**config.mk**
```make
export PLATFORM = sky130hd
export DESIGN_NAME = lsu_dmem_master_flat
export DESIGN_NICKNAME = d
export VERILOG_FILES = /design/src/rtl/lsu_dmem_master_if.sv /design/src/rtl/lsu_dmem_master.sv /design/src/flat_wrapper.sv
export SDC_FILE = /design/constraint.sdc
export NUM_CORES = 1
export LEC_CHECK = 0
export CAP_MARGIN = 20
export CORE_AREA = 2 2 103 105
export DETAILED_ROUTE_END_ITERATION = 8
export DIE_AREA = 0 0 105 107
export GPL_ROUTABILITY_DRIVEN = 1
export PLACE_DENSITY = 0.88
export SYNTH_ARGS = -nofsm -noshare
export SYNTH_HDL_FRONTEND = slang
export SYNTH_SLANG_ARGS = --single-unit
```
**constraint.sdc**
```tcl
create_clock -name clk -period 2.6 [get_ports clk]
set_input_delay 0.52 -clock clk [delete_from_list [all_inputs] [get_ports clk]]
set_output_delay 0.52 -clock clk [all_outputs]
set_load 0.1 [all_outputs]
```
**src/rtl/lsu_dmem_master_if.sv**
```systemverilog
// lsu_dmem_master_if: request, response and data-memory signals of the LSU data-memory port.
//
// Parameters:
//   XLEN        data width (32 only; XLEN/8 byte lanes)
//   ADDR_WIDTH  dmem word-address width
//
// Signal groups:
//   req_*   MEM stage -> LSU: valid/ready handshake, store flag, funct3, byte address, store data
//   resp_*  LSU -> MEM stage: valid/ready handshake, extended load data, error flag
//   mem_*   LSU <-> dmem: write enable, byte enables, word address, write data, registered read data
//
// Modports:
//   master  the LSU (drives req_ready, resp_*, mem_we/byteEnable/address/wd)
//   slave   the environment (drives req_*, resp_ready, mem_rd)

interface lsu_dmem_master_if #(
    parameter int unsigned XLEN       = 32,
    parameter int unsigned ADDR_WIDTH = 8
);
    logic                  req_valid;
    logic                  req_ready;
    logic                  req_write;
    logic [2:0]            req_funct3;
    logic [XLEN-1:0]       req_addr;
    logic [XLEN-1:0]       req_wdata;

    logic                  resp_valid;
    logic                  resp_ready;
    logic [XLEN-1:0]       resp_rdata;
    logic                  resp_error;

    logic                  mem_we;
    logic [XLEN/8-1:0]     mem_byteEnable;
    logic [ADDR_WIDTH-1:0] mem_address;
    logic [XLEN-1:0]       mem_wd;
    logic [XLEN-1:0]       mem_rd;

    modport master (
        input  req_valid, req_write, req_funct3, req_addr, req_wdata,
        input  resp_ready, mem_rd,
        output req_ready, resp_valid, resp_rdata, resp_error,
        output mem_we, mem_byteEnable, mem_address, mem_wd
    );

    modport slave (
        output req_valid, req_write, req_funct3, req_addr, req_wdata,
        output resp_ready, mem_rd,
        input  req_ready, resp_valid, resp_rdata, resp_error,
        input  mem_we, mem_byteEnable, mem_address, mem_wd
    );
endinterface

```
**src/rtl/lsu_dmem_master.sv**
```systemverilog
// lsu_dmem_master: initiator side of the data-memory port.
//
// Takes one load/store at a time from the MEM stage, drives dmem (we, byte enables, word address,
// lane-replicated write data) and turns the registered dmem read data into an extracted,
// sign/zero-extended load result.
//
// Ports:
//   clk    rising-edge clock
//   reset  synchronous, active-high
//   bus    lsu_dmem_master_if.master (req_*, resp_*, mem_* groups)
//
// Flow: IDLE -> ISSUE -> CAPTURE -> RESP (load), IDLE -> ISSUE -> RESP (store),
//       IDLE -> RESP (error). Accept-to-resp_valid latency is 3 / 2 / 1 cycles.
//
// Build option: define MISALIGN_TRAP_EN to report misaligned H/W accesses as errors.
// Without it the offset bits are cleared to the natural container and the access proceeds.

module lsu_dmem_master #(
    parameter int unsigned XLEN       = 32,
    parameter int unsigned ADDR_WIDTH = 8
) (
    input logic               clk,
    input logic               reset,
    lsu_dmem_master_if.master bus
);

    localparam int unsigned NumLanes = XLEN / 8;

    typedef enum logic [1:0] {StIdle, StIssue, StCapture, StResp} state_e;

    state_e                state_q, state_d;
    logic                  req_ready_q, req_ready_d;
    logic                  resp_valid_q, resp_valid_d;
    logic [XLEN-1:0]       resp_rdata_q, resp_rdata_d;
    logic                  resp_error_q, resp_error_d;
    logic                  mem_we_q, mem_we_d;
    logic [NumLanes-1:0]   mem_be_q, mem_be_d;
    logic [ADDR_WIDTH-1:0] mem_address_q, mem_address_d;
    logic [XLEN-1:0]       mem_wd_q, mem_wd_d;
    logic                  write_q, write_d;
    logic [2:0]            funct3_q, funct3_d;
    logic [1:0]            off_q, off_d;

    // Request decode (combinational view of the incoming request)
    logic [1:0]          off_raw;
    logic [1:0]          off_eff;
    logic                illegal;
    logic                req_err;
    logic [NumLanes-1:0] be_calc;
    logic [XLEN-1:0]     wd_calc;

    // Load extraction
    logic [XLEN-1:0] shifted;
    logic [XLEN-1:0] load_val;

    logic unused_addr_bits;
    assign unused_addr_bits = ^bus.req_addr[XLEN-1:ADDR_WIDTH+2];

    assign off_raw = bus.req_addr[1:0];

    always_comb begin
        illegal = 1'b0;
        case (bus.req_funct3)
            3'b000, 3'b001, 3'b010: illegal = 1'b0;
            3'b100, 3'b101:         illegal = bus.req_write;  // unsigned forms are loads only
            default:                illegal = 1'b1;
        endcase
    end

    // Offset snapped to the natural container; only matters when misalignment is not trapped.
    always_comb begin
        off_eff = off_raw;
        case (bus.req_funct3[1:0])
            2'b01:   off_eff = {off_raw[1], 1'b0};
            2'b10:   off_eff = 2'b00;
            default: off_eff = off_raw;
        endcase
    end

`ifdef MISALIGN_TRAP_EN
    logic misaligned;
    assign misaligned = ((bus.req_funct3[1:0] == 2'b01) && off_raw[0])
                     || ((bus.req_funct3[1:0] == 2'b10) && (off_raw != 2'b00));
    assign req_err    = illegal | misaligned;
`else
    assign req_err    = illegal;
`endif

    always_comb begin
        be_calc = '0;
        wd_calc = bus.req_wdata;
        case (bus.req_funct3[1:0])
            2'b00: begin
                be_calc = 4'b0001 << off_eff;
                wd_calc = {(XLEN/8){bus.req_wdata[7:0]}};
            end
            2'b01: begin
                be_calc = 4'b0011 << off_eff;
                wd_calc = {(XLEN/16){bus.req_wdata[15:0]}};
            end
            default: begin
                be_calc = '1;
                wd_calc = bus.req_wdata;
            end
        endcase
    end

    assign shifted = bus.mem_rd >> {off_q, 3'b000};

    always_comb begin
        load_val = shifted;
        case (funct3_q)
            3'b000:  load_val = {{(XLEN-8){shifted[7]}}, shifted[7:0]};
            3'b001:  load_val = {{(XLEN-16){shifted[15]}}, shifted[15:0]};
            3'b100:  load_val = {{(XLEN-8){1'b0}}, shifted[7:0]};
            3'b101:  load_val = {{(XLEN-16){1'b0}}, shifted[15:0]};
            default: load_val = shifted;
        endcase
    end

    always_comb begin
        state_d       = state_q;
        req_ready_d   = req_ready_q;
        resp_valid_d  = resp_valid_q;
        resp_rdata_d  = resp_rdata_q;
        resp_error_d  = resp_error_q;
        mem_we_d      = 1'b0;  // write strobe and byte enables live for the ISSUE cycle only
        mem_be_d      = '0;
        mem_address_d = mem_address_q;
        mem_wd_d      = mem_wd_q;
        write_d       = write_q;
        funct3_d      = funct3_q;
        off_d         = off_q;

        unique case (state_q)
            StIdle: begin
                if (bus.req_valid) begin
                    req_ready_d = 1'b0;
                    write_d     = bus.req_write;
                    funct3_d    = bus.req_funct3;
                    off_d       = off_eff;
                    if (req_err) begin
                        state_d      = StResp;
                        resp_valid_d = 1'b1;
                        resp_error_d = 1'b1;
                        resp_rdata_d = '0;
                    end else begin
                        state_d       = StIssue;
                        mem_we_d      = bus.req_write;
                        mem_be_d      = be_calc;
                        mem_address_d = bus.req_addr[ADDR_WIDTH+1:2];
                        if (bus.req_write) begin
                            mem_wd_d = wd_calc;
                        end
                    end
                end
            end
            StIssue: begin
                if (write_q) begin
                    state_d      = StResp;
                    resp_valid_d = 1'b1;
                    resp_error_d = 1'b0;
                    resp_rdata_d = '0;
                end else begin
                    state_d = StCapture;
                end
            end
            StCapture: begin
                state_d      = StResp;
                resp_valid_d = 1'b1;
                resp_error_d = 1'b0;
                resp_rdata_d = load_val;
            end
            StResp: begin
                if (bus.resp_ready) begin
                    state_d      = StIdle;
                    req_ready_d  = 1'b1;
                    resp_valid_d = 1'b0;
                    resp_error_d = 1'b0;
                    resp_rdata_d = '0;
                end
            end
        endcase
    end

    always_ff @(posedge clk) begin
        if (reset) begin
            state_q       <= StIdle;
            req_ready_q   <= 1'b1;
            resp_valid_q  <= 1'b0;
            resp_rdata_q  <= '0;
            resp_error_q  <= 1'b0;
            mem_we_q      <= 1'b0;
            mem_be_q      <= '0;
            mem_address_q <= '0;
            mem_wd_q      <= '0;
            write_q       <= 1'b0;
            funct3_q      <= 3'b000;
            off_q         <= 2'b00;
        end else begin
            state_q       <= state_d;
            req_ready_q   <= req_ready_d;
            resp_valid_q  <= resp_valid_d;
            resp_rdata_q  <= resp_rdata_d;
            resp_error_q  <= resp_error_d;
            mem_we_q      <= mem_we_d;
            mem_be_q      <= mem_be_d;
            mem_address_q <= mem_address_d;
            mem_wd_q      <= mem_wd_d;
            write_q       <= write_d;
            funct3_q      <= funct3_d;
            off_q         <= off_d;
        end
    end

    assign bus.req_ready      = req_ready_q;
    assign bus.resp_valid     = resp_valid_q;
    assign bus.resp_rdata     = resp_rdata_q;
    assign bus.resp_error     = resp_error_q;
    // Gated so a store whose ISSUE cycle coincides with reset never reaches dmem.
    assign bus.mem_we         = mem_we_q & ~reset;
    assign bus.mem_byteEnable = mem_be_q;
    assign bus.mem_address    = mem_address_q;
    assign bus.mem_wd         = mem_wd_q;

endmodule

```
**src/flat_wrapper.sv**
```systemverilog
// flat-port wrapper written by rule: the top's interface ports become plain ports
module lsu_dmem_master_flat 
#(
    parameter int unsigned XLEN       = 32,
    parameter int unsigned ADDR_WIDTH = 8
)
  (clk, reset, bus_req_valid, bus_req_write, bus_req_funct3, bus_req_addr, bus_req_wdata, bus_resp_ready, bus_mem_rd, bus_req_ready, bus_resp_valid, bus_resp_rdata, bus_resp_error, bus_mem_we, bus_mem_byteEnable, bus_mem_address, bus_mem_wd);
  lsu_dmem_master_if #(.XLEN(XLEN), .ADDR_WIDTH(ADDR_WIDTH)) bus_i ();
  input logic clk;
  input logic reset;
  input wire logic [$bits(bus_i.req_valid)-1:0] bus_req_valid;
  input wire logic [$bits(bus_i.req_write)-1:0] bus_req_write;
  input wire logic [$bits(bus_i.req_funct3)-1:0] bus_req_funct3;
  input wire logic [$bits(bus_i.req_addr)-1:0] bus_req_addr;
  input wire logic [$bits(bus_i.req_wdata)-1:0] bus_req_wdata;
  input wire logic [$bits(bus_i.resp_ready)-1:0] bus_resp_ready;
  input wire logic [$bits(bus_i.mem_rd)-1:0] bus_mem_rd;
  output wire logic [$bits(bus_i.req_ready)-1:0] bus_req_ready;
  output wire logic [$bits(bus_i.resp_valid)-1:0] bus_resp_valid;
  output wire logic [$bits(bus_i.resp_rdata)-1:0] bus_resp_rdata;
  output wire logic [$bits(bus_i.resp_error)-1:0] bus_resp_error;
  output wire logic [$bits(bus_i.mem_we)-1:0] bus_mem_we;
  output wire logic [$bits(bus_i.mem_byteEnable)-1:0] bus_mem_byteEnable;
  output wire logic [$bits(bus_i.mem_address)-1:0] bus_mem_address;
  output wire logic [$bits(bus_i.mem_wd)-1:0] bus_mem_wd;
  assign bus_i.req_valid = bus_req_valid;
  assign bus_i.req_write = bus_req_write;
  assign bus_i.req_funct3 = bus_req_funct3;
  assign bus_i.req_addr = bus_req_addr;
  assign bus_i.req_wdata = bus_req_wdata;
  assign bus_i.resp_ready = bus_resp_ready;
  assign bus_i.mem_rd = bus_mem_rd;
  assign bus_req_ready = bus_i.req_ready;
  assign bus_resp_valid = bus_i.resp_valid;
  assign bus_resp_rdata = bus_i.resp_rdata;
  assign bus_resp_error = bus_i.resp_error;
  assign bus_mem_we = bus_i.mem_we;
  assign bus_mem_byteEnable = bus_i.mem_byteEnable;
  assign bus_mem_address = bus_i.mem_address;
  assign bus_mem_wd = bus_i.mem_wd;
  lsu_dmem_master #(.XLEN(XLEN), .ADDR_WIDTH(ADDR_WIDTH)) u_core (.clk(clk), .reset(reset), .bus(bus_i));
endmodule
```
# ---- Yosys cells after proc, flatten, opt, wreduce, memory -nomap -nowiden
# Index checks and enable logic that the tools add are counted.
dict set report classes {
  n_mul 0
  reduce_logical 14
  n_eq_ne 16
  bitwise 5
  shifts 3
  add_sub_neg 0
  order_cmp 0
  n_mux 25
  div_mod_pow 0
}
# operator count
set op_table {}
lappend op_table {{32-bit one-hot mux with 4 select lines} 2}
lappend op_table {{32-bit two-way mux} 4}
lappend op_table {{32-bit one-hot mux with 2 select lines} 1}
lappend op_table {{32-bit by 5-bit right shift with 32-bit output} 1}
lappend op_table {{3-bit equality test, second input constant} 4}
lappend op_table {{1-bit two-way mux} 8}
lappend op_table {{1-bit one-hot mux with 4 select lines} 2}
lappend op_table {{2-bit one-hot mux with 4 select lines} 1}
lappend op_table {{4-bit one-hot mux with 2 select lines} 1}
lappend op_table {{4-bit AND reduction} 2}
lappend op_table {{2-bit equality test, second input constant} 3}
lappend op_table {{3-bit by 1-bit equality test with 1-bit output, second input constant} 2}
lappend op_table {{3-bit logical NOT} 2}
lappend op_table {{2-bit two-way mux} 3}
lappend op_table {{3-bit AND reduction} 2}
lappend op_table {{2-bit by 1-bit equality test with 1-bit output, second input constant} 2}
lappend op_table {{2-bit logical NOT} 2}
lappend op_table {{2-bit by 1-bit != test with 1-bit output, second input constant} 2}
lappend op_table {{2-bit != test, second input constant} 2}
lappend op_table {{1-bit NOT} 4}
lappend op_table {{1-bit one-hot mux with 2 select lines} 2}
lappend op_table {{2-bit one-hot mux with 2 select lines} 1}
lappend op_table {{2-bit AND reduction} 2}
lappend op_table {{4-bit OR reduction} 1}
lappend op_table {{7 further kinds} 7}
dict set report totals {
  wordCells 75
  mem_bits_rw 0
  output_inout_bits 80
  mem_bits_ro 0
  memories 0
  inputBits 104
  latchBits 0
  register_bits 88
}

# ---- Depth between registers and ports, before layout
# Gate-level depths: netlist of the first run.
dict set report depth {
  ltp_word 6
  mapped_depth 10
}

# ---- Least setup slack after synthesis of the first run
# No wires, ideal clock.
dict set report synth_path {
  path_type {in2out}
  start {in reset}
  end {out bus_mem_we}
  required_ps 2080
  n_path_buf 2
  stages 3
  slack_ps -149
  arrival_time_ps 2229
  cell_sequence {clkbuf_1 > clkbuf_1 > nor2b_1}
}
dict set report synth_between {
  elab_chain_len 2
}
# item line_no
set synth_rtl {}
lappend synth_rtl {{from (decl)} flat_wrapper.sv:10} ;# input logic reset;
lappend synth_rtl {{1-bit NOT} lsu_dmem_master.sv:221} ;# assign bus.mem_we = mem_we_q & ~reset;
lappend synth_rtl {{1-bit bitwise AND} lsu_dmem_master.sv:221}
lappend synth_rtl {{to (decl)} flat_wrapper.sv:22} ;# output wire logic [$bits(bus_i.mem_we)-1:0] bus_mem_we;
# No other way between the ends.

# ---- Final worst setup path of the first run
dict set report layout_path {
  start {reg u_core.state_q[0]}
  end {reg u_core.resp_rdata_q[12], in the netlist u_core.bus.resp_rdata[12]}
}
dict set report layout_between {
  elab_chain_len 3
  word_cells_on_any_way 10
}
# item line_no
set layout_rtl {}
lappend layout_rtl {{from (decl)} lsu_dmem_master.sv:31} ;# state_e state_q, state_d;
lappend layout_rtl {{from (signal assigned)} lsu_dmem_master.sv:188} ;# state_q <= StIdle;
lappend layout_rtl {{from (signal assigned)} lsu_dmem_master.sv:201} ;# state_q <= state_d;
lappend layout_rtl {{2-bit by 1-bit equality test with 1-bit output (tied with other cells)} lsu_dmem_master.sv:135} ;# unique case (state_q)
lappend layout_rtl {{2-bit by 1-bit != test with 1-bit output (no line) / 2-bit != test (equally long branches)} -}
lappend layout_rtl {{4-bit AND reduction (no line)} -}
lappend layout_rtl {{to (signal assigned)} lsu_dmem_master.sv:204} ;# resp_rdata_q <= resp_rdata_d;
lappend layout_rtl {{to (decl)} lsu_dmem_master.sv:34} ;# logic [XLEN-1:0] resp_rdata_q, resp_rdata_d;
# Parallel ways exist; a longest one is shown, timed or not.
# A chain may end at the register's enable or synchronous reset.

==> metrics.txt, run 1 <==
Power Density=842 nW/um^2; share of post-route cells with drive strength above 1=around 20%; Max transition margin=a little under three fifths; Worst Hold Path Cells=2; Post-Syn Instances=approximately 470; Psw=around 2.4 mW; first-pass GRT wire length=between 20000 and 25000 um; Power, Total=roughly 5 mW; starting density of the core=between 40% and 50%; Clock Path Buffers=2; vias in the first global route=slightly above 4k; Int Pwr=2.58 mW; Area after DPL=5790 um^2; Reg2Reg Depth=7; Die Y-Extent=107 um; fillers=roughly 900; diode count=0; worst-skew pair later-pin latency=between 0.3 and 0.4 ns; first drt pass iteration count=4; vias=approximately 4.3k; CTS tree=built; dominant cells by area after synthesis=dfxtp_1 42%, mux2i_1 10%, nand2_1 4.8%; area delta synth->final=40.5%; Final WS setup=around 0.25 ns; leakage=between 2 and 2.5 nW; crit path time final=2.35 ns; RSZ-0062 raised after global routing=false; commonest non-fill, non-tap cell in the layout=buf_4; number of post-CTS setup repair buffers=0; initial antenna violation count=0; Max Cap Viol=0; post-route DRC violation count=0; setup tns final=0 ns; worst min path class=reg2reg; post-synthesis simple-gate area fraction=between 10 and 15%; Placeable Area=~10000 um^2; Ys Warns=0; net count after synthesis=between 500 and 600; Die ar.=approximately 11000 um^2; Synth Area per Inst=8.95 um^2; Peak Freq=426 MHz; skew final=about 0.012 ns; routability congestion estimate=between 0.9 and 1; Distinct cells, synth=45; status=completed; Root Driver=clkbuf_8; clock network power share=about 17%; Num CTS Buffers=9; crit path DAT=between 2 and 3 ns; Die Width=105 um; Final Hold Vio Count=0; Yosys top cell area share=between 40% and 50%; most frequent cells in the layout=99 x buf_4, 88 x dfxtp_1, 80 x clkdlybuf4s50_1, 54 x nand2_1, 44 x mux2i_1; Final Net Count=737; largest family of logic cells by synthesized area=compound AO/OA/AOI/OAI gates; gr usage total=22.5%; clock-pin transition on the worst setup and hold timing paths=0.09 ns; pre-CTS setup slack=-0.0433 ns; Max Transition Viols Final=0; mux contribution to synthesized area=approximately 11%; Rows=37; # IOs=around 180; hold buffer count at cts=0; critical path type=reg2reg; largest area contributor in the netlist=dfxtp_1; utilization after layout=about three fifths; H-tree levels=3; final setup violation count=0; synthesized flop and latch total=88; final instance area=between 5000 and 6000 um^2; mapped cell area=4240 um^2; CP Capture Type=flip-flop; Layout Cells excl Fill=between 700 and 800; Flop pwr share=32.8%; XOR/XNOR share of the synthesized area=0%; drt initial violations=between 200 and 250; adder-cell share of the synthesized area=under 10%; hpwl dp=approximately 9600 um; sequential share of the synthesized area=between 40% and 50%; maximum vdd drop=between 400 and 500 uV; DP Cell Count=750; drt total wl=~13000 um; worst hold slack=roughly 0.47 ns; CP startpoint kind=flip-flop; post-DR vias/cell=around 5.6; PortBufs=about 160; ANT nets after route=0; Net Sw Frac=48.6%; clock sink total=88; Max Fanout on Critical Path=24; largest net degree at the start of global routing=49; crit share post-route=between 90 and 100%; required time worst endpoint=between 2 and 3 ns; slew of the pin with the lowest slew margin=0.663 ns; Logic pwr share=between 50% and 60%; grt ovf=0; drt wl/cell=16.7 um; Synth Area in Compound Gates=24.4%; post-cts resize count=0
-- worst max-delay path: stages, from the launching register on --
cell	delay (ns)
dfxtp_1	0.37
inv_1	0.13
ha_1	0.44
nor2b_1	0.31
a22oi_4	0.08
buf_4	0.17
a21oi_4	0.54
a22o_1	0.25
-- final timing paths --
check                            start                        end  slack [ns]
setup / recovery     u_core.state_q[0]  u_core.bus.resp_rdata[12]        0.25
hold / removal    u_core.bus.mem_wd[6]       u_core.bus.mem_wd[6]        0.47
setup reg to reg     u_core.state_q[0]  u_core.bus.resp_rdata[12]        0.25
hold reg to reg   u_core.bus.mem_wd[6]       u_core.bus.mem_wd[6]        0.47
-- power by group through the flow --
| stage | registers (mW) | clock network, mW | logic, mW |
|---|---|---|---|
| final | 1.64 | 0.853 | 2.52 |
| after global routing | 1.67 | 0.918 | 2.65 |
| after CTS | 1.64 | 0.868 | 2.52 |
| after detailed placement | 1.67 | 0 | 2.51 |
| after global placement | 1.66 | 0 | 2.47 |
| after floorplan | 2.72 | 0 | 0.877 |
-- cell families after synthesis --
logic type / count (synthesis)
mux: 45
fa+ha+maj: 8
compound gates: 146
flops: 88
simple gates: 136
buf+inv: 51
-- synth_stat cells --
cell,count
ha_1,8
a2bb2oi_1,7
o21bai_1,1
nor2b_1,5
o21ai_0,31
a21o_2,1
o21a_1,1
or3_1,2
inv_1,8
o21ba_2,1
a32o_1,16
buf_4,2
nand2_1,54
a311oi_1,5
nand3b_1,2
mux2i_1,44
a21oi_4,1
a211oi_1,20
buf_1,2
or2_2,1
nor3_1,10
dfxtp_1,88
nand2b_1,3
and2_1,1
a221oi_1,1
buf_8,2
a22o_1,17
a31oi_1,1
o2111a_1,1
o211ai_1,1
or3_4,1
a22oi_4,1
nand3_1,6
a21oi_1,38
buf_2,15
and3_1,2
nand3_2,1
and4_1,1
clkbuf_1,18
nor2_1,39
buf_6,4
o2111ai_1,1
mux4_2,1
nand4_1,8
o221a_2,1
-- layer usage --
metal,part of all wire (%),wire length (um),vias up,track usage (%)
li1,-,-,2034,-
met1,42,5400,2008,27.4
met2,48,6150,205,39.1
met3,8.2,1050,18,5.96
met4,1.6,208,0,6.48
met5,0,0,-,0
-- registers in the layout, summed over array words and instances (netlist names), 2 cells and up --
register / cells
u_core.state_q: 2
u_core.bus.mem_address: 8
u_core.bus.mem_wd: 32
u_core.off_q: 2
u_core.funct3_q: 3
u_core.bus.mem_byteEnable: 4
u_core.bus.resp_rdata: 32
-- cell type report --
cell class | instances | area [um^2] | area share [%]
multi-input cells | 335 | 2220 | 37.2
flip-flops and latches | 88 | 1760 | 29.6
repair buffers | 183 | 1610 | 27.0
well taps | 136 | 170 | 2.86
clock buffers | 10 | 128 | 2.14
clock inverters | 6 | 43.8 | 0.735
inverters | 8 | 30.0 | 0.504
No activity file was read; power rests on OpenSTA's default activity.
==> inputs of run 2 (changes only) <==
--- a/config.mk
+++ b/config.mk
@@ -11,6 +11,7 @@
 export DIE_AREA = 0 0 105 107
 export GPL_ROUTABILITY_DRIVEN = 1
 export PLACE_DENSITY = 0.88
+export SLEW_MARGIN = 20
 export SYNTH_ARGS = -nofsm -noshare
 export SYNTH_HDL_FRONTEND = slang
 export SYNTH_SLANG_ARGS = --single-unit
==> results of run 2 <==
Final layout, timing and power as in run 1 (identical DEF).
